===== config.mk =====
export PLATFORM = sky130hd
export DESIGN_NAME = sdram_arbiter
export DESIGN_NICKNAME = d
export VERILOG_FILES = /design/src/rtl/sdram_arbiter_pkg.sv /design/src/rtl/sdram_arbiter_slot_timer.sv /design/src/rtl/sdram_arbiter.sv
export SDC_FILE = /design/constraint.sdc
export NUM_CORES = 1
export LEC_CHECK = 0
export BUFFER_PORTS_ARGS = -buffer_cell sky130_fd_sc_hd__buf_2
export CAP_MARGIN = 30
export CORE_ASPECT_RATIO = 1.25
export CORE_UTILIZATION = 40
export DETAILED_ROUTE_END_ITERATION = 16
export PLACE_DENSITY = 0.69
export SETUP_SLACK_MARGIN = 0.05
export SLEW_MARGIN = 0
export SYNTH_ARGS = -nofsm -noshare
export SYNTH_HDL_FRONTEND = slang
export SYNTH_SLANG_ARGS = --single-unit
export TNS_END_PERCENT = 5

===== constraint.sdc =====
create_clock -name clock -period 2.1 [get_ports clock]
set_clock_uncertainty 0.15 [all_clocks]
set_input_delay 0 -clock clock [delete_from_list [all_inputs] [get_ports clock]]
set_output_delay 0 -clock clock [all_outputs]
set_load 0.01 [all_outputs]

===== src/rtl/sdram_arbiter_pkg.sv =====
// Shared definitions for the SDRAM arbiter and any block that talks to the
// same memory controller: arbiter state encoding, default slot/refresh
// timing, and a width helper for counters sized from those parameters.
package sdram_arbiter_pkg;

  typedef enum logic [1:0] {
    ST_IDLE = 2'd0,
    ST_CPU  = 2'd1,
    ST_LOAD = 2'd2,
    ST_REFR = 2'd3
  } arb_state_e;

  // Clocks a loader or forced-refresh slot holds its strobe low.
  localparam int unsigned SLOT_DEFAULT  = 32'd8;
  // Clocks without any refresh before a refresh is forced.
  localparam int unsigned RFMAX_DEFAULT = 32'd1024;

  // Bits needed to hold the values 0..n-1 (never less than one bit).
  function automatic int unsigned cnt_width(input int unsigned n);
    if (n < 32'd2) begin
      return 32'd1;
    end else begin
      return $clog2(n);
    end
  endfunction

endpackage


===== src/rtl/sdram_arbiter_slot_timer.sv =====
// Loadable down-counter that times a fixed-length SDRAM slot. Loaded with
// SLOT-1 on slot entry, it counts down while enabled and flags the last
// clock of the slot on tc_o.
module sdram_arbiter_slot_timer #(
  parameter int unsigned W = 32'd3
) (
  input  logic         clock,
  input  logic         reset,
  input  logic         load_i,
  input  logic [W-1:0] load_val_i,
  input  logic         en_i,
  output logic         tc_o
);

  logic [W-1:0] cnt_q;
  logic [W-1:0] cnt_d;

  // Next count: reload on slot entry, otherwise count down toward zero.
  always_comb begin
    cnt_d = cnt_q;
    if (load_i) begin
      cnt_d = load_val_i;
    end else if (en_i && (cnt_q != {W{1'b0}})) begin
      cnt_d = cnt_q - W'(1);
    end else begin
      cnt_d = cnt_q;
    end
  end

  // Counter register, cleared by reset so an aborted slot leaves no residue.
  always_ff @(posedge clock or negedge reset) begin
    if (!reset) begin
      cnt_q <= {W{1'b0}};
    end else begin
      cnt_q <= cnt_d;
    end
  end

  assign tc_o = en_i & (cnt_q == {W{1'b0}});

endmodule


===== src/rtl/sdram_arbiter.sv =====
// Arbiter sharing one SDRAM controller between a CPU (combinational
// pass-through), a loader (fixed-length write slots) and forced refresh
// slots that keep the memory alive when the CPU stops refreshing.
module sdram_arbiter
  import sdram_arbiter_pkg::*;
#(
  parameter int unsigned SLOT  = SLOT_DEFAULT,
  parameter int unsigned RFMAX = RFMAX_DEFAULT
) (
  input  logic        clock,
  input  logic        reset,
  input  logic        ready,
  input  logic        cpuRf,
  input  logic        cpuRd,
  input  logic        cpuWr,
  input  logic [23:0] cpuA,
  input  logic [15:0] cpuD,
  output logic [15:0] cpuQ,
  output logic        cpuWait,
  input  logic        ldReq,
  input  logic [23:0] ldA,
  input  logic [15:0] ldD,
  output logic        ldAck,
  output logic        sdrRf,
  output logic        sdrRd,
  output logic        sdrWr,
  output logic [23:0] sdrA,
  output logic [15:0] sdrD,
  input  logic [15:0] sdrQ
);

  localparam int unsigned SLOT_W = cnt_width(SLOT);
  localparam int unsigned RF_W   = cnt_width(RFMAX + 32'd1);
  localparam logic [SLOT_W-1:0] SLOT_LAST = SLOT_W'(SLOT - 32'd1);
  localparam logic [RF_W-1:0]   RF_LAST   = RF_W'(RFMAX - 32'd1);

  arb_state_e state_q;
  arb_state_e state_d;

  logic [RF_W-1:0] rfcnt_q;
  logic [RF_W-1:0] rfcnt_d;
  logic            pend_q;
  logic            pend_d;
  logic [15:0]     cpuq_q;
  logic [15:0]     cpuq_d;
  logic [23:0]     lda_q;
  logic [23:0]     lda_d;
  logic [15:0]     ldd_q;
  logic [15:0]     ldd_d;

  logic cpu_any_s;
  logic cpu_req_s;
  logic rf_due_s;
  logic in_slot_s;
  logic slot_load_s;
  logic slot_tc_s;

  assign cpu_any_s   = ~cpuRf | ~cpuRd | ~cpuWr;
  assign cpu_req_s   = ready & cpu_any_s;
  assign rf_due_s    = (rfcnt_q == RF_LAST);
  assign in_slot_s   = (state_q == ST_LOAD) || (state_q == ST_REFR);
  assign slot_load_s = (state_q == ST_IDLE) &&
                       ((state_d == ST_LOAD) || (state_d == ST_REFR));

  sdram_arbiter_slot_timer #(
    .W (SLOT_W)
  ) u_slot_timer (
    .clock      (clock),
    .reset      (reset),
    .load_i     (slot_load_s),
    .load_val_i (SLOT_LAST),
    .en_i       (in_slot_s),
    .tc_o       (slot_tc_s)
  );

  // FSM state register; reset drops any slot in progress back to IDLE.
  always_ff @(posedge clock or negedge reset) begin
    if (!reset) begin
      state_q <= ST_IDLE;
    end else begin
      state_q <= state_d;
    end
  end

  // Next state: strict CPU > refresh > loader priority from IDLE; slots
  // always run to their terminal count once started.
  always_comb begin
    state_d = state_q;
    case (state_q)
      ST_IDLE: begin
        if (cpu_req_s) begin
          state_d = ST_CPU;
        end else if (rf_due_s && ready) begin
          state_d = ST_REFR;
        end else if (ldReq && ready) begin
          state_d = ST_LOAD;
        end else begin
          state_d = ST_IDLE;
        end
      end
      ST_CPU: begin
        if (cpu_req_s) begin
          state_d = ST_CPU;
        end else begin
          state_d = ST_IDLE;
        end
      end
      ST_LOAD, ST_REFR: begin
        if (slot_tc_s) begin
          state_d = ST_IDLE;
        end else begin
          state_d = state_q;
        end
      end
      default: state_d = ST_IDLE;
    endcase
  end

  // Outputs: CPU passes straight through in IDLE/CPU (strobes only while
  // the controller is ready); slots drive their own strobe and address.
  always_comb begin
    sdrRf = 1'b1;
    sdrRd = 1'b1;
    sdrWr = 1'b1;
    sdrA  = 24'h000000;
    sdrD  = 16'h0000;
    ldAck = 1'b0;
    if (!reset) begin
      ldAck = 1'b0;
    end else begin
      case (state_q)
        ST_IDLE, ST_CPU: begin
          sdrA = cpuA;
          sdrD = cpuD;
          if (ready) begin
            sdrRf = cpuRf;
            sdrRd = cpuRd;
            sdrWr = cpuWr;
          end else begin
            sdrRf = 1'b1;
          end
        end
        ST_LOAD: begin
          sdrWr = 1'b0;
          sdrA  = lda_q;
          sdrD  = ldd_q;
          ldAck = slot_tc_s;
        end
        ST_REFR: begin
          sdrRf = 1'b0;
        end
        default: begin
          sdrRf = 1'b1;
        end
      endcase
    end
  end

  assign cpuWait = ~pend_q;
  assign cpuQ    = cpuq_q;

  // Datapath next values: refresh age, CPU-pending flag, read data and
  // the loader address/data latched at slot entry.
  always_comb begin
    rfcnt_d = rfcnt_q;
    pend_d  = 1'b0;
    cpuq_d  = cpuq_q;
    lda_d   = lda_q;
    ldd_d   = ldd_q;

    // Any refresh reaching the controller restarts the age count.
    if (sdrRf == 1'b0) begin
      rfcnt_d = {RF_W{1'b0}};
    end else if (rfcnt_q != RF_LAST) begin
      rfcnt_d = rfcnt_q + RF_W'(1);
    end else begin
      rfcnt_d = rfcnt_q;
    end

    // CPU held off by a slot waits until the slot's last clock; it is then
    // granted from IDLE in the following clock.
    if (in_slot_s && !slot_tc_s) begin
      pend_d = pend_q | cpu_any_s;
    end else begin
      pend_d = 1'b0;
    end

    if ((state_q == ST_CPU) && !cpuRd) begin
      cpuq_d = sdrQ;
    end else begin
      cpuq_d = cpuq_q;
    end

    if (slot_load_s && (state_d == ST_LOAD)) begin
      lda_d = ldA;
      ldd_d = ldD;
    end else begin
      lda_d = lda_q;
      ldd_d = ldd_q;
    end
  end

  // Datapath registers.
  always_ff @(posedge clock or negedge reset) begin
    if (!reset) begin
      rfcnt_q <= {RF_W{1'b0}};
      pend_q  <= 1'b0;
      cpuq_q  <= 16'h0000;
      lda_q   <= 24'h000000;
      ldd_q   <= 16'h0000;
    end else begin
      rfcnt_q <= rfcnt_d;
      pend_q  <= pend_d;
      cpuq_q  <= cpuq_d;
      lda_q   <= lda_d;
      ldd_q   <= ldd_d;
    end
  end

endmodule


=== Word-level counts from Yosys, hierarchy flattened ===
Index checks and enable logic that the tools add are counted.

* Bits in registers: 73
* Bits of input ports: 103
* Word-level logic and storage cells: 69

* Add/sub/neg operators: 2
* Eq/ne operators: 8
* Multiplexer cells: 26
* Bitwise gates (word level): 9
* Reductions and logical operators: 17

{| class="wikitable"
|+ Operator list
! operator !! number
|-
| 24-bit case mux with 2 select lines || 1
|-
| 16-bit case mux with 2 select lines || 1
|-
| 24-bit two-way mux || 1
|-
| 11-bit two-way mux || 2
|-
| 16-bit two-way mux || 1
|-
| 11-bit by 1-bit adder with 11-bit output, second input constant || 1
|-
| 11-bit by 10-bit equality test with 1-bit output, second input constant || 1
|-
| 1-bit two-way mux || 11
|-
| 11-bit by 10-bit != test with 1-bit output, second input constant || 1
|-
| 2-bit equality test, second input constant || 4
|-
| 2-bit two-way mux || 4
|-
| 1-bit logical AND || 7
|-
| 3-bit two-way mux || 2
|-
| 2-bit case mux with 3 select lines || 1
|-
| 1-bit inverter || 4
|-
| 1-bit case mux with 2 select lines || 2
|-
| 2-bit OR reduction || 2
|-
| 3-bit zero test || 1
|-
| 1-bit bitwise OR || 3
|-
| 3-bit nonzero test || 1
|-
| 3-bit by 1-bit subtractor with 3-bit output, second input constant || 1
|-
| 1-bit bitwise AND || 2
|-
| 2-bit by 1-bit equality test with 1-bit output, second input constant || 1
|-
| 1-bit zero test || 2
|-
| 4 further kinds || 5
|}

=== Longest topological paths before layout ===
Gate-level depths: netlist (run 1).

* Word-level depth: 10
* Mapped depth: 7
* Depth with buffers taken out: 6

=== Cells and area by module ===
A second synthesis (run 1) with hierarchy kept.

* Cell total of the unflattened synthesis: 317
* Area, all modules: 3887.5 um^2

{| class="wikitable"
|+ Modules (own cells, without submodules)
! module !! times used !! cells an instance !! area each (um^2) !! seq. area each (um^2)
|-
| sdram_arbiter || 1 || 293 || 3679.8 || 1751.7
|-
| sdram_arbiter_slot_timer || 1 || 24 || 207.7 || 75.1
|}

=== Worst setup path after synthesis (run 1) ===
OpenSTA, ideal clock, no wires.

* Path kind: flip-flop to flip-flop
* Start: reg rfcnt_q[0]
* End: reg lda_q[0]
* Arrival: 1.708 ns
* Required time: 1.825 ns
* Slack: 0.117 ns
* Stages on the path, launching flop included: 8
* Period minus slack after synthesis: 1.983 ns
* Path through: dfrtp_1 ha_1 nand3_1 nor3_2 and3b_1 buf_6 buf_12 mux2_4

* Longest elaborated chain between the ends: 9
* Elaborated cells between the ends (all ways): 10
* Those cells by class: 3 x eq/ne; 3 x mux; 4 x reduce/logical

{| class="wikitable"
|+ RTL lines
! what !! RTL line !! source
|-
| start: declaration || sdram_arbiter.sv:40 || <nowiki>logic [RF_W-1:0] rfcnt_q;</nowiki>
|-
| start signal: assignment || sdram_arbiter.sv:206 || <nowiki>rfcnt_q <= {RF_W{1'b0}};</nowiki>
|-
| start signal: assignment || sdram_arbiter.sv:212 || <nowiki>rfcnt_q <= rfcnt_d;</nowiki>
|-
| 11-bit by 10-bit equality test with 1-bit output (*) || sdram_arbiter.sv:60 || <nowiki>assign rf_due_s = (rfcnt_q == RF_LAST);</nowiki>
|-
| 1-bit logical AND (*) || sdram_arbiter.sv:93 || <nowiki>end else if (rf_due_s && ready) begin</nowiki>
|-
| 2-bit two-way mux (*) || sdram_arbiter.sv:93 ||
|-
| 2-bit two-way mux (*) || sdram_arbiter.sv:91 || <nowiki>if (cpu_req_s) begin</nowiki>
|-
| 2-bit case mux with 3 select lines (*) || sdram_arbiter.sv:89 || <nowiki>case (state_q)</nowiki>
|-
| 2-bit equality test (on tied branches) || sdram_arbiter.sv:63, sdram_arbiter.sv:194 ||
|-
| 1-bit logical OR || sdram_arbiter.sv:63 || <nowiki>((state_d == ST_LOAD) || (state_d == ST_REFR));</nowiki>
|-
| 1-bit logical AND || sdram_arbiter.sv:62 || <nowiki>assign slot_load_s = (state_q == ST_IDLE) &&</nowiki>
|-
| 1-bit logical AND (*) || sdram_arbiter.sv:194 || <nowiki>if (slot_load_s && (state_d == ST_LOAD)) begin</nowiki>
|-
| end signal: assignment || sdram_arbiter.sv:215 || <nowiki>lda_q <= lda_d;</nowiki>
|-
| end: declaration || sdram_arbiter.sv:46 || <nowiki>logic [23:0] lda_q;</nowiki>
|}

Every way passes the cells marked *; elsewhere a longest branch is shown, timed or not.
A chain may end at the register's enable or synchronous reset.

=== Worst setup path after layout (run 1) ===
* Start: reg state_q[1]
* End: reg ldd_q[7]

* Longest elaborated chain between the ends: 9
* Elaborated cells between the ends (all ways): 14
* Those cells by class: 5 x eq/ne; 2 x mux; 1 x bitwise; 6 x reduce/logical

{| class="wikitable"
|+ RTL lines
! what !! RTL line !! source
|-
| start: declaration || sdram_arbiter.sv:37 || <nowiki>arb_state_e state_q;</nowiki>
|-
| start signal: assignment || sdram_arbiter.sv:81 || <nowiki>state_q <= state_d;</nowiki>
|-
| 2-bit equality test || sdram_arbiter.sv:61, sdram_arbiter.sv:89 ||
|-
| 1-bit logical OR || sdram_arbiter.sv:61 || <nowiki>assign in_slot_s = (state_q == ST_LOAD) || (state_q == ST_REFR);</nowiki>
|-
| 1-bit bitwise AND || sdram_arbiter_slot_timer.sv:39 || <nowiki>assign tc_o = en_i & (cnt_q == {W{1'b0}});</nowiki>
|-
| 2-bit two-way mux || sdram_arbiter.sv:109 || <nowiki>if (slot_tc_s) begin</nowiki>
|-
| 2-bit case mux with 3 select lines || sdram_arbiter.sv:89 ||
|-
| 2-bit equality test (on tied branches) || sdram_arbiter.sv:63, sdram_arbiter.sv:194 ||
|-
| 1-bit logical OR || sdram_arbiter.sv:63 ||
|-
| 1-bit logical AND || sdram_arbiter.sv:62 ||
|-
| 1-bit logical AND (*) || sdram_arbiter.sv:194 ||
|-
| end signal: assignment || sdram_arbiter.sv:216 || <nowiki>ldd_q <= ldd_d;</nowiki>
|-
| end: declaration || sdram_arbiter.sv:48 || <nowiki>logic [15:0] ldd_q;</nowiki>
|}

Marked as above.

==> results of run 1 <==
-- area by class of cell --
cell class                      instances  area (um2)  area share [%]
Sequential cell                        73        1827           33.56
Multi-Input combinational cell        170        1634           30.02
Timing Repair Buffer                  238        1577           28.97
Clock buffer                           11       151.4           2.782
Tap cell                              120       150.1           2.759
Clock inverter                          5       77.57           1.425
Inverter                                7       26.28          0.4828
-- final timing paths --
check                            from    endpoint  cells after the start
max reg2reg                state_q[1]    ldd_q[7]                      5
min in group asynchronous       reset   lda_q[13]                      3
min reg2reg                    pend_q      pend_q                      2
max                        state_q[1]    ldd_q[7]                      5
min                             cpuRd  state_q[0]                      5
max in group asynchronous       reset      pend_q                      3
-- cell usage after synthesis (3+ instances only) --
cell / number / share of area, %
mux2_2: 16 / 5.0
dfrtp_1: 73 / 50
buf_12: 4 / 2.2
xnor2_1: 5 / 1.2
nor2_1: 9 / 0.93
nor2b_1: 3 / 0.52
and3b_1: 3 / 0.73
nand3_1: 5 / 0.69
a31oi_1: 5 / 0.86
inv_1: 7 / 0.73
a22o_1: 40 / 9.7
nand2_1: 10 / 1.0
ha_1: 3 / 1.0
o211ai_1: 3 / 0.62
mux2_4: 40 / 17
clkbuf_1: 12 / 1.2
-- metrics by stage --
stage	util, %	hold slack [ns]	power (mW)	worst slack, ns
floorplan	-	-0.4456	3.290	0.1172
global placement	52.37	-0.2830	3.911	0.1914
detailed placement	52.37	-0.2791	3.978	0.1751
CTS	62.20	0.02143	5.339	0.1128
global route	62.21	0.08835	5.632	0.005937
finish	62.21	0.04069	5.303	0.1774
-- placed cells by master, fill, tap and decap left out, drive strengths merged, types with 2 or more instances in the layout --
cell | synthesis | final
a22o | 40 | 40
nor2 | 9 | 9
a31oi | 5 | 5
or4 | 2 | 2
dlygate4sd3 | 0 | 63
o21a | 2 | 2
nand4 | 2 | 2
buf | 7 | 175
xor2 | 2 | 2
xnor2 | 5 | 5
nor3b | 2 | 2
nand3b | 2 | 2
mux2 | 56 | 56
nor3 | 3 | 3
dfrtp | 73 | 73
inv | 7 | 7
clkinv | 0 | 2
nor2b | 3 | 3
nand2b | 2 | 2
nand3 | 5 | 5
clkbuf | 12 | 11
o21ai | 2 | 2
bufinv | 0 | 2
ha | 3 | 3
nand2 | 10 | 10
o211ai | 3 | 3
and3b | 3 | 3
-- power breakdown --
group | total [mW] | internal, mW | switching, mW
sequential | 2.18 | 1.88 | 0.300
clock | 1.25 | 0.730 | 0.516
combinational | 1.88 | 1.08 | 0.800
total | 5.30 | 3.69 | 1.62
-- flip-flops by register name (all words and copies together) (netlist names) --
signal and flops:
cpuQ 16, state_q 2, lda_q 24, ldd_q 16, pend_q 1, rfcnt_q 11, u_slot_timer.cnt_q 3
-- tightest hold or removal path, stage by stage --
cell,delay [ns]
buf_2,0.12
nand3_1,0.12
nor2b_1,0.14
a31oi_1,0.05
o31ai_1,0.06
-- routing by layer --
| layer | vias to the layer above | track usage (%) |
|---|---|---|
| met4 | 0 | 7.494 |
| met2 | 130 | 36.78 |
| met1 | 1502 | 24.36 |
| li1 | 1458 | - |
| met5 | - | 0 |
| met3 | 14 | 3.588 |
-- kinds of logic (layout without fill, tap and decap cells) --
family	count (synthesis)	after routing	share of synthesized area [%]
flip-flops	73	73	50.41
AO/OA/AOI/OAI	58	58	13.12
multiplexers	57	57	21.82
AND/OR/NAND/NOR	45	45	7.148
buffers and inverters	26	261	4.765
XOR/XNOR	7	7	1.692
adder cells (fa/ha/maj)	3	3	1.036
-- what timing repair did --
action / 4_1_cts / 5_1_grt
hold buffers: 63 / 0
endpoints found under the hold margin: 134 / 0
endpoints found under the setup margin: 0 / 25
resized for setup: 0 / 1
setup buffers: 0 / 0
==> summary.md, run 1 <==
| Metric | Value |
|---|---|
| Status | `completed` |
| CP Class | `register to register` |
| Vias | `approximately 3100` |
| Top sig layer | `met4` |
| CP max FO | `24` |
| Initial antenna violation count | `0` |
| Largest net degree at the start of global routing | `37` |
| Clk Latency, worst-skew pair | `0.34 ns` |
| WL met3 | `602 um` |
| Total CTS buffers | `9` |
| Clk slew on worst S/H paths | `0.08 ns` |
| Detail Route Antenna Nets | `0` |
| RSZ-0062 raised after global routing | `yes` |
| Placer Congestion | `0.7986` |
| Drt first pass iters | `4` |
| Register bit total from synthesis | `73` |
| Rel. slew slack | `63.34%` |
| Post-route design area | `5443 um2` |
| GRT overflow | `0` |
| Period utilisation layout | `slightly above 90%` |
| Crit path time final | `1.923 ns` |
| H-tree depth reported by CTS | `3` |
| WL final | `between 9000 and 10000 um` |
| Setup-failing EPs final | `0` |
| Clock buffer depth | `2` |
| Critical Path, Cell by Cell | `nand2b_1 -> nor3_1 -> and3b_2 -> buf_12 -> mux2_4` |
| CTS tree | `yes` |
| Die X | `~87 um` |
| Slowest CP cell | `dfrtp_1` |
| Min-Delay Path Class | `input pin to register` |
| Drt wl/cell | `15.31 um` |
| Async set-reset flop share out of synthesis | `100.0%` |
| Setup tns final | `0 ns` |
| Element type at the critical path end | `register` |
| Slew Limit Fails | `0` |
| Clk root buf | `clkbuf_8` |
| Wire length on met1 | `4005 um` |
| CTS Sinks | `73` |
| Vias per cell | `around 5.0` |
| Layout Nets | `605` |
| Initial Utilization | `between 40 and 50%` |
| P&R area growth vs syn | `50.21%` |
| Worst slew pin tran | `0.5441 ns` |
| Final Hold Viols | `0` |
| Pwr dens | `974.4 nW/um2` |
| Finished Layout Cells | `about 620` |
| Unique masters post-synth | `39` |
| Share of cells above drive strength 1 | `50.60%` |
| Fill cells | `around 700` |
| Delay-heaviest family, CP | `simple AND/OR/NAND/NOR gates` |
| Die area | `about 9400 um2` |
| Crit start category | `register` |
| DR iter-0 viols | `90` |
| Io pins | `approximately 160` |
| Syn_nets | `375` |
| Die Span Y | `108.4 um` |
| Number of synthesized flops with an enable pin | `0` |
| IO buf count | `163` |
| Hpwl dp | `6274 um` |
| Reg2reg setup slack | `0.18 ns` |
| Cell Area, Synth | `3623 um2` |
| Main flop type after synthesis | `dfrtp_1` |
| Number of antenna diodes | `0` |
| Worst Path Buf+Inv | `1` |
| Synth Instances | `269` |
| Worst path max stage delay | `roughly 0.37 ns` |
| Max rail drop VDD | `0.0006011 V` |
| Max-Cap Viols | `0` |
| Gr usage total | `20.49%` |
| Fmax | `520.1 MHz` |
| Global-route wire length before repair | `14870 um` |
| Placed cells | `545` |
| Sequential share of the synthesized area | `between 50 and 60%` |
| Leak pwr | `2.700 nW` |
| Critical Path RT | `2.17 ns` |
| Core Area | `8748 um2` |
| DR WL met2 | `4803 um` |
| Placed instance area | `4582 um2` |
| Vias in the first global route | `between 3000 and 4000` |
| Arrival time at the worst endpoint | `around 2.0 ns` |
| # DRC | `0` |
| Syn_area_per_cell | `13.47 um2` |
| FP Rows | `38` |
| Warnings from Yosys | `0` |
(Power assumes the default switching activity.)
==> inputs of run 2 (changes only) <==
CORE_UTILIZATION = 35   (was 40)
PLACE_DENSITY = 0.64   (was 0.69)
==> summary.md, run 2 (synthesis results as in run 1) <==
| Metric | Value |
|---|---|
| Vias in the first global route | `2962 (-7.1%)` |
| Drt wl/cell | `14.37 um (-6.2%)` |
| Critical path origin | `rfcnt_q[0]` |
| Die X | `93.01 um (+6.7%)` |
| Fill cells | `860 (+22%)` |
| FP Rows | `41 (+7.9%)` |
| WL final | `9065 um (-5.1%)` |
| Min-Delay Path Class | `input pin to register` |
| Commonest non-fill, non-tap cell in the layout | `buf_2` |
| Rel. slew slack | `58.16% (-5.2 points)` |
| Layout Nets | `603 (-0.33%)` |
| Biggest register | `lda_q` |
| Total CTS buffers | `9 (unchanged)` |
| Arrival time at the worst endpoint | `2.02 ns (+0.03 ns)` |
| Max-Cap Viols | `0 (unchanged)` |
| CP max FO | `35 (+46%)` |
| Detail Route Antenna Nets | `0 (unchanged)` |
| Post-route design area | `5504 um2 (+1.1%)` |
| P&R area growth vs syn | `51.90%` |
| Core Area | `10110 um2 (+16%)` |
| Total power draw | `5.609 mW (+5.8%)` |
| CTS tree | `yes` |
| Critical Path RT | `2.15 ns (-0.02 ns)` |
| Max rail drop VDD | `0.0005225 V (-13%)` |
| Clk slew on worst S/H paths | `0.06 ns (-0.02 ns)` |
| Core Util, Final | `54.46% (-7.8 points)` |
| Die area | `10770 um2 (+14%)` |
| Final Hold Viols | `0 (unchanged)` |
| Clk root buf | `clkbuf_16` |
| Die Span Y | `115.8 um (+6.8%)` |
| Drt first pass iters | `4 (unchanged)` |
| Clk Latency, worst-skew pair | `0.32 ns (-0.02 ns)` |
| Vias per cell | `4.799 (-3.5%)` |
| Io pins | `164 (unchanged)` |
| Pwr dens | `1019 nW/um2 (+4.6%)` |
| Vias | `3028 (-2.4%)` |
| Number of antenna diodes | `0 (unchanged)` |
| Setup-failing EPs final | `0 (unchanged)` |
| Placed instance area | `4561 um2 (-0.46%)` |
| Initial antenna violation count | `0 (unchanged)` |
| Hpwl dp | `6172 um (-1.6%)` |
| Hold path depth | `5 (unchanged)` |
| Reg area | `1827 um2 (unchanged)` |
| Leak pwr | `2.726 nW (+0.97%)` |
| Worst slew pin tran | `0.6275 ns (+0.08340 ns)` |
| Number of flip-flops under the largest register name | `24 (unchanged)` |
| Gr usage total | `16.88% (-3.6 points)` |
| Fmax | `506.8 MHz (-2.6%)` |
| Multi-input logic area | `1634 um2 (unchanged)` |
| IO buf count | `163 (unchanged)` |
| Setup tns final | `0 ns (unchanged)` |
| H-tree depth reported by CTS | `3 (unchanged)` |
| Largest net degree at the start of global routing | `52 (+41%)` |
| Clock buffer depth | `2 (unchanged)` |
| RSZ-0062 raised after global routing | `yes` |
| Reg-to-Reg Start | `rfcnt_q[0]` |
| CTS Sinks | `73 (unchanged)` |
| Share of cells above drive strength 1 | `50.60% (about the same)` |
| Placed cells | `553 (+1.5%)` |
| Crit path time final | `1.973 ns (+0.05040 ns)` |
| DR iter-0 viols | `55 (-39%)` |
| PnR worst setup slack | `0.1270 ns (-0.05040 ns)` |
| Placer Congestion | `0.7869 (-1.5%)` |
| Commonest non-fill, non-tap cells in the layout | `buf_2, dfrtp_1, dlygate4sd3_1, a22o_1, mux2_4` |
| GRT overflow | `0 (unchanged)` |
| Status | `completed` |
| Worst Hold Launch | `cpuWr` |
| Slew Limit Fails | `0 (unchanged)` |
| Place WS | `0.1399 ns (-0.03511 ns)` |
| Element type at the critical path end | `register` |
| R2R cell count | `6 (+1)` |
| Finished Layout Cells | `631 (+1.1%)` |
| # DRC | `0 (unchanged)` |
| Hold Slack | `0.03548 ns (-0.005209 ns)` |
| Initial Utilization | `35.85% (-5.6 points)` |
| Period utilisation layout | `93.95% (+2.4 points)` |
| Crit start category | `register` |
| Global-route wire length before repair | `14120 um (-5.0%)` |
| CP Class | `register to register` |
-- run 2: cell count changes in the layout (fill, tap and decap cells not counted), sizes merged --
cell / change
clkbuf: -1
clkinv: +1
dlygate4sd3: -2
-- run 2: final cells by class --
type | instances | area share (%)
clock buffers | 10 | 4.160
repair buffers | 236 | 28.05
well taps | 129 | 2.932
clock inverters | 6 | 1.500
inverters | 7 | 0.4774
flip-flops and latches | 73 | 33.19
multi-input cells | 170 | 29.69
-- run 2: where the power goes --
part / switching (mW) / total (mW) / leakage, nW / internal [mW]
Combinational: 0.789 / 1.85 / 1.65 / 1.06
Sequential: 0.296 / 2.18 / 0.920 / 1.88
Clock: 0.548 / 1.58 / 0.152 / 1.03
-- run 2: worst paths after layout --
path                              end  slack [ns]
setup / recovery            ldd_q[11]        0.13
hold / removal             state_q[0]        0.04
setup reg to reg            ldd_q[11]        0.13
hold reg to reg               cpuQ[4]        0.35
max in group asynchronous   lda_q[19]        0.90
min in group asynchronous  rfcnt_q[6]        0.06
-- run 2: routing by layer --
layer / track usage [%] / part of all wire, % / up-vias
met2: 29.90 / 50 / 108
met4: 5.231 / 1.1 / 0
met1: 20.46 / 43 / 1459
met3: 3.675 / 5.7 / 10
li1: - / - / 1451
met5: 0 / 0 / -
-- run 2: timing repair --
item                                    CTS  global route
endpoints found under the hold margin   121             0
endpoints found under the setup margin    0            36
resized for setup                         0             1
hold buffers                             62             0
setup buffers                             0             0
-- run 2: worst max-delay path, cell delays in order (launching register included) --
cell	delay, ns
dfrtp_1	0.41
ha_1	0.23
nand3_1	0.12
nor3_2	0.06
and3b_2	0.27
buf_12	0.27
mux2_4	0.33
==> inputs of run 3 (changes only) <==
PLACE_DENSITY = 0.62   (was 0.64)
clock period = 2.2 ns   (was 2.1 ns; I/O delays follow)
==> summary.md, run 3 (synthesis results as in run 1) <==
| Metric | Value |
|---|---|
| Number of flip-flops under the largest register name | `24 (unchanged)` |
| Detail Route Antenna Nets | `0 (unchanged)` |
| CP max FO | `21 (-40%)` |
| P&R area growth vs syn | `53.28%` |
| Die X | `93.01 um (unchanged)` |
| Seq pwr share | `38.2% (-0.7 points)` |
| Combinational Power Share | `32.5% (-0.5 points)` |
| Max-Cap Viols | `0 (unchanged)` |
| Pwr dens | `979.2 nW/um2 (-3.9%)` |
| CTS tree | `yes` |
| Period utilisation layout | `92.25% (-1.7 points)` |
| Max rail drop VDD | `0.0004820 V (-7.7%)` |
| Crit path time final | `2.030 ns (+0.05656 ns)` |
| Setup-failing EPs final | `0 (unchanged)` |
| Commonest non-fill, non-tap cell in the layout | `buf_2` |
| Rel. slew slack | `51.28% (-6.9 points)` |
| Core Area | `10110 um2 (unchanged)` |
| Reg area | `1827 um2 (unchanged)` |
| Initial antenna violation count | `0 (unchanged)` |
| Drt first pass iters | `4 (unchanged)` |
| Die area | `10770 um2 (unchanged)` |
| FP Rows | `41 (unchanged)` |
| Placed cells | `553 (unchanged)` |
| Switching portion of total power | `29.77% (+0.67 points)` |
| Drt wl/cell | `14.47 um (+0.71%)` |
| Vias | `3049 (+0.69%)` |
| GRT overflow | `0 (unchanged)` |
| DR iter-0 viols | `54 (-1.8%)` |
| Die Span Y | `115.8 um (unchanged)` |
| Arrival time at the worst endpoint | `2.09 ns (+0.07 ns)` |
| Clock power share | `29.3% (+1.1 points)` |
| Biggest register | `lda_q` |
| Power Internal | `3.820 mW (-4.0%)` |
| Final Hold Viols | `0 (unchanged)` |
| Min-Delay Path Class | `input pin to register` |
| Worst slew pin tran | `0.7308 ns (+0.1033 ns)` |
| CP Class | `register to register` |
| H-tree depth reported by CTS | `3 (unchanged)` |
| Commonest non-fill, non-tap cells in the layout | `buf_2, dfrtp_1, dlygate4sd3_1, a22o_1, mux2_4` |
| Gr usage total | `16.93% (+0.054 points)` |
| Placer Congestion | `0.7512 (-4.5%)` |
| Share of cells above drive strength 1 | `50.60% (about the same)` |
| Setup tns final | `0 ns (unchanged)` |
| Critical Path RT | `2.26 ns (+0.11 ns)` |
| Core Util, Final | `54.96% (+0.50 points)` |
| Fmax | `492.7 MHz (-2.8%)` |
| Clk root buf | `clkbuf_16` |
| Fill cells | `863 (+0.35%)` |
| Global-route wire length before repair | `14030 um (-0.64%)` |
| Io pins | `164 (unchanged)` |
| Slowest CP cell | `dfrtp_1` |
| Vias in the first global route | `2958 (-0.14%)` |
| RSZ-0062 raised after global routing | `no` |
| Leak pwr | `2.740 nW (+0.50%)` |
| Worst path max stage delay | `0.40 ns (about the same)` |
| WL final | `9158 um (+1.0%)` |
| CTS Sinks | `73 (unchanged)` |
| Slew Limit Fails | `0 (unchanged)` |
| Layout Nets | `605 (+0.33%)` |
| Largest net degree at the start of global routing | `59 (+13%)` |
| Total CTS buffers | `9 (unchanged)` |
| Vias per cell | `4.817 (+0.38%)` |
| Hpwl dp | `6100 um (-1.2%)` |
| Crit start category | `register` |
| Element type at the critical path end | `register` |
| Switch Pwr | `1.619 mW (-0.82%)` |
| # DRC | `0 (unchanged)` |
| IO buf count | `163 (unchanged)` |
| Hold Slack | `0.05660 ns (+0.02112 ns)` |
| Number of antenna diodes | `0 (unchanged)` |
| Critical Path, Cell by Cell | `ha_2 -> nand3_1 -> nor3_2 -> and3b_2 -> buf_12 -> mux2_4` |
| Initial Utilization | `35.85% (unchanged)` |
| Multi-input logic area | `1635 um2 (about the same)` |
| Status | `completed` |
| Clk slew on worst S/H paths | `0.06 ns (about the same)` |
| Clk Latency, worst-skew pair | `0.33 ns (about the same)` |
| Finished Layout Cells | `633 (+0.32%)` |
| Clock buffer depth | `2 (unchanged)` |
[run 3: path summary, 6_finish.rpt]
path / start / to / slack [ns] / depth (start not counted)
hold reg to reg: cpuQ[6] / cpuQ[6] / 0.35 / 1
min in group asynchronous: reset / ldd_q[11] / 0.31 / 3
hold / removal: cpuRd / state_q[0] / 0.06 / 5
setup reg to reg: rfcnt_q[0] / lda_q[7] / 0.17 / 6
setup / recovery: rfcnt_q[0] / lda_q[7] / 0.17 / 6
max in group asynchronous: reset / state_q[0] / 0.73 / 3
[run 3: final cells by class]
cell class                      instances  area share [%]
Clock inverter                          7           1.847
Multi-Input combinational cell        170           29.44
Tap cell                              129           2.906
Inverter                                7          0.4731
Timing Repair Buffer                  238           28.38
Sequential cell                        73           32.89
Clock buffer                            9           4.055
[run 3: power groups by stage]
stage	registers [mW]	clock network, mW	logic [mW]
2_1_floorplan	2.10	0	1.04
3_3_place_gp	2.09	0	1.63
3_5_place_dp	2.10	0	1.68
4_1_cts	2.08	1.64	1.77
5_1_grt	2.14	1.68	1.94
6_report	2.08	1.59	1.77
[run 3: worst max-delay path, delay by kind of cell (launching register included)]
kind          cells  cell delay [ns]
fa+ha+maj         1             0.24
buf+inv           1             0.19
simple gates      3             0.61
mux               1             0.31
flops             1             0.40
[run 3: routing by layer]
layer / share of wire, % / global-route usage, %
met4: 1.1 / 5.231
met5: 0 / 0
met1: 44 / 20.85
met2: 49 / 29.66
met3: 5.6 / 3.675
[run 3: repair_timing]
action                                  4_1_cts  5_1_grt
endpoints found under the setup margin        0       38
hold buffers                                 63        0
hold endpoints to repair                    135        0
buffers inserted                              0        1
resized for setup                             0        1
[run 3: per-stage QoR]
stage	setup slack, ns	instance area (um2)	total power, mW
6_report	0.1704	5554	5.438
5_1_grt	0.05358	5554	5.769
4_1_cts	0.08705	5544	5.492
3_5_place_dp	0.09624	4586	3.776
3_3_place_gp	0.1420	4586	3.720
2_1_floorplan	0.2172	3623	3.140
